==> src/rtl/mux5_rr_sched.sv <==
// Round-robin scheduler sharing one 5:1 mux channel among five lanes.
// Bounded bursts per grant and a valid/ready handshake on the output.

module mux5x1 (
    input  logic [4:0] in,
    input  logic [2:0] sel,
    output logic       out
);
    assign out = sel[2] ? in[4] : in[sel[1:0]];
endmodule

// state | meaning
// IDLE  | no lane granted, sel holds the last lane
// GRANT | lane idx owns the channel until release or burst limit
module mux5_rr_sched #(
    parameter int MAX_BURST = 4
) (
    input  logic       clk,
    input  logic       rst_n,
    input  logic [4:0] req,
    input  logic [4:0] in_data,
    input  logic       out_ready,
    output logic       out_valid,
    output logic       out_data,
    output logic [2:0] sel,
    output logic [4:0] gnt,
    output logic       busy
);
    typedef enum logic {IDLE, GRANT} state_t;

    localparam logic [3:0] LAST = 4'(MAX_BURST - 1);

    state_t     state, state_n;
    logic [2:0] idx, idx_n;
    logic [2:0] ptr, ptr_n;
    logic [3:0] cnt, cnt_n;
    logic [4:0] gnt_n;
    logic       xfer, last_beat;

    // First requesting lane scanning circularly from start.
    function automatic logic [2:0] pick(input logic [2:0] start, input logic [4:0] r);
        logic [2:0] lane;
        logic       found;
        pick  = start;
        lane  = start;
        found = 1'b0;
        for (int k = 0; k < 5; k++) begin
            if (!found && r[lane]) begin
                pick  = lane;
                found = 1'b1;
            end
            lane = (lane == 3'd4) ? 3'd0 : lane + 3'd1;
        end
    endfunction

    always_comb begin
        state_n   = state;
        idx_n     = idx;
        ptr_n     = ptr;
        cnt_n     = cnt;
        xfer      = (state == GRANT) && req[idx] && out_ready;
        last_beat = xfer && (cnt == LAST);
        case (state)
            IDLE: begin
                if (|req) begin
                    state_n = GRANT;
                    idx_n   = pick(ptr, req);
                    cnt_n   = 4'd0;
                end
            end
            GRANT: begin
                if (!req[idx] || last_beat) begin
                    ptr_n = (idx == 3'd4) ? 3'd0 : idx + 3'd1;
                    cnt_n = 4'd0;
                    if (|req) begin
                        idx_n = pick(ptr_n, req);
                    end else begin
                        state_n = IDLE;
                    end
                end else if (xfer) begin
                    cnt_n = cnt + 4'd1;
                end
            end
            default: state_n = IDLE;
        endcase
        gnt_n = (state_n == GRANT) ? (5'b00001 << idx_n) : 5'b00000;
    end

    always_ff @(posedge clk or negedge rst_n) begin
        if (!rst_n) begin
            state <= IDLE;
            idx   <= 3'd0;
            ptr   <= 3'd0;
            cnt   <= 4'd0;
            gnt   <= 5'b00000;
            busy  <= 1'b0;
        end else begin
            state <= state_n;
            idx   <= idx_n;
            ptr   <= ptr_n;
            cnt   <= cnt_n;
            gnt   <= gnt_n;
            busy  <= (state_n == GRANT);
        end
    end

    assign sel       = idx;
    assign out_valid = (state == GRANT) && req[idx];

    mux5x1 u_mux (
        .in  (in_data),
        .sel (sel),
        .out (out_data)
    );
endmodule
==> config.mk <==
export PLATFORM = sky130hd
export DESIGN_NAME = mux5_rr_sched
export DESIGN_NICKNAME = d
export VERILOG_FILES = /design/src/rtl/mux5_rr_sched.sv
export SDC_FILE = /design/constraint.sdc
export NUM_CORES = 1
export LEC_CHECK = 0
export CAP_MARGIN = 0
export CORE_MARGIN = 4
export CORE_UTILIZATION = 59
export CTS_BUF_LIST = sky130_fd_sc_hd__clkbuf_16
export DETAILED_ROUTE_END_ITERATION = 16
export HOLD_SLACK_MARGIN = 0.06
export PLACE_DENSITY = 0.82
export SLEW_MARGIN = 20
export SYNTH_ARGS = -nofsm -noshare
export SYNTH_HDL_FRONTEND = slang
export SYNTH_SLANG_ARGS = --single-unit
==> constraint.sdc <==
create_clock -name clk -period 6.5 [get_ports clk]
set_input_delay 1.95 -clock clk [delete_from_list [all_inputs] [get_ports clk]]
set_output_delay 1.95 -clock clk [all_outputs]
set_load 0.005 [all_outputs]
==> flow_metrics.env <==
export IMPL_dieHeight_um=74.8
export IMPL_ys_ff_latch=16
export IMPL_yosys_cell_types_count=79
export IMPL_synth_common_cells="24 x nand2_1, 20 x nor2_1, 16 x dfrtp_1, 16 x inv_1, 16 x mux2i_1"
export IMPL_ant_nets=0
export IMPL_rr_worst_depth=17
export IMPL_synth_edf_count=0
export IMPL_hold_start="cnt[3]$_DFFE_PN0P_"
export IMPL_die_area_um2=5600
export IMPL_wl_um=7190
export IMPL_grt_overflow=0
export IMPL_holdPathStages=1
export IMPL_yosysWarnings=0
export IMPL_synth_top_area_cell="dfrtp_1"
export IMPL_io_buffers=23
export IMPL_grtUsageTotal_pct=25.9
export IMPL_synthToLayoutAreaGrowth_pct=13.7
export IMPL_crit_chain="clkdlybuf4s50_1 > mux4_2 > nor2b_1 > a41oi_1 > nor2b_1 > clkdlybuf4s50_1"
export IMPL_drc=0
export IMPL_core_region_area_um2=4320
export IMPL_worst_setup_path_type="input port to output port"
export IMPL_cts_buffer_depth=2
export IMPL_cts_resized_gates=0
export IMPL_cts_tree="yes"
export IMPL_cts_made_buffers=3
export IMPL_layout_drive_gt1_share_pct=12.4
export IMPL_avgSynthCellArea_um2=8.18
export IMPL_ys_seq_area_share_pct=15.2
export IMPL_ys_top_cells_by_area="dfrtp_1 15%, ha_1 7.1%, mux2i_1 6.1%"
export IMPL_die_width_um=74.8
export IMPL_fmax_mhz=167
export IMPL_maxCapViolCount=0
export IMPL_rrSetupSlack_ps=1460
export IMPL_cp_slowest_stage_delay_ps=500
export IMPL_cp_max_fo=3
export IMPL_rsz0062_at_grt="false"
export IMPL_reg2reg_from="sel[0]$_DFF_PN0_"
export IMPL_arrival_ps=4040
export IMPL_via_per_inst=7.06
export IMPL_final_setup_tns_ps=0
export IMPL_gp_congestion=0.913
export IMPL_placementRows=24
export IMPL_post_route_period_util_pct=92.1
export IMPL_ctsHoldBuffers=0
export IMPL_mappedNetlistArea_um2=2630
export IMPL_async_flop_share_pct=100
export IMPL_wl_per_cell_um=18.3
export IMPL_insertion_delay_ps=250
export IMPL_htree_levels=1
export IMPL_worst_r2r_endpoint="gnt[0]$_DFF_PN0_"
export IMPL_grt_pass1_vias=2520
export IMPL_finalNetCount=369
export IMPL_ys_flop_type="dfrtp_1"
export IMPL_dr_pass1_iters=5
export IMPL_yosysMostFrequentCell="nand2_1"
export IMPL_final_setup_viol_count=0
export IMPL_slew_headroom_pct=52.4
export IMPL_slew_violations=0
export IMPL_status="complete, no violations"
export IMPL_worstMarginPinSlew_ps=712
export IMPL_synth_top_area_share_pct=15.2
export IMPL_cp_required_ps=4550
export IMPL_finalHoldViolCount=0
export IMPL_fin_area_um2=3000
export IMPL_cpMaxStageDelayCell="clkdlybuf4s50_1"
export IMPL_antenna_cells=0
export IMPL_cp_start_kind="input port"
export IMPL_cts_setup_buffers=0
export IMPL_period_minus_slack_ps=5990
export IMPL_antenna_found_initial=0
export IMPL_io_pins=24
export IMPL_vias=2768
export IMPL_cts_sinks=16
export IMPL_clockRootBuffer="clkbuf_16"
export IMPL_min_to="cnt[3]$_DFFE_PN0P_"
export IMPL_finClkSkew_ps=9.52
export IMPL_min_delay_path_class="flip-flop to flip-flop"
export IMPL_end_kind="output port"
export IMPL_synthCells=322
export IMPL_drtIter0Drc=214
export IMPL_start_util_pct=60.9
export IMPL_grt_start_max_net_pins=23
export IMPL_cts_clk_slew_worst_paths_ps=50
export IMPL_place_hpwl_um=5340
export IMPL_syn_num_nets=350
export IMPL_grt_pass1_wl_um=11500
export IMPL_dpl_cell_area_um2=2920
through the flow:
step	cells	worst slack (ps)	util, %	hold slack [ps]
final	392	512	69.3	482
after global routing	392	505	69.3	509
after CTS	392	537	69.3	482
after detailed placement	388	579	67.4	469
after global placement	388	625	67.4	470
after floorplan	322	1520	-	446
worst max path at each step:
stage	start	to	slack, ps
after global routing	req[1]	out_valid	510
after floorplan	req[1]	out_valid	1520
after CTS	req[1]	out_valid	540
final	req[1]	out_valid	510
after detailed placement	req[1]	out_valid	580
after global placement	req[1]	out_valid	620
cells by family after synthesis:
| family | Yosys count | synth area share, % |
|---|---|---|
| and+or+nand+nor | 119 | 25.8 |
| adders and majority gates | 15 | 7.13 |
| DFF | 16 | 15.2 |
| muxes | 29 | 13.9 |
| AOI/OAI and AO/OA | 110 | 33.2 |
| buffers and inverters | 33 | 4.75 |
layout make-up:
class	instances	area, um2
timing repair buffer	29	275
sequential	16	400
clock buffer	3	75.1
multi-input combinational	273	2110
tap	52	65.1
inverter	18	67.6
fill	384	1330
clock inverter	1	3.75
per-layer routing:
| layer | wire length (um) | GRT usage, % | up-vias |
|---|---|---|---|
| met3 | 523 | 3.07 | 13 |
| met5 | 0 | 0 | - |
| met1 | 3090 | 34.5 | 1323 |
| met4 | 91 | 5.53 | 0 |
| met2 | 3490 | 45.3 | 133 |
| li1 | - | - | 1299 |
state kept, by name (all words and copies together), names as in the netlist:
| name | flops |
|---|---|
| gnt | 5 |
| ptr | 3 |
| sel | 3 |
| cnt | 4 |
| state | 1 |
cell usage in the layout, fill, tap and decap left out, types with 5 or more instances in the layout:
cell,instances
o211ai_1,5
a21oi_1,14
nand3_1,12
dfrtp_1,16
inv_1,16
clkdlybuf4s50_1,23
mux2_2,7
nor2_1,20
nand2_1,24
ha_1,15
nand2b_1,10
and2_1,6
nor4_1,6
nor2b_1,8
nor3b_1,5
o21ai_0,15
buf_4,6
mux2i_1,16
critical path, delay by kind of cell:
kind                   cells  cell delay (ps)
AO/OA/AOI/OAI              1              370
buffers and inverters      2              930
multiplexers               1              470
AND/OR/NAND/NOR            2              310
Power is left out: the tool's default activity adds up to more than one toggle a clock period on the data nets, which glitch-free logic cannot reach.
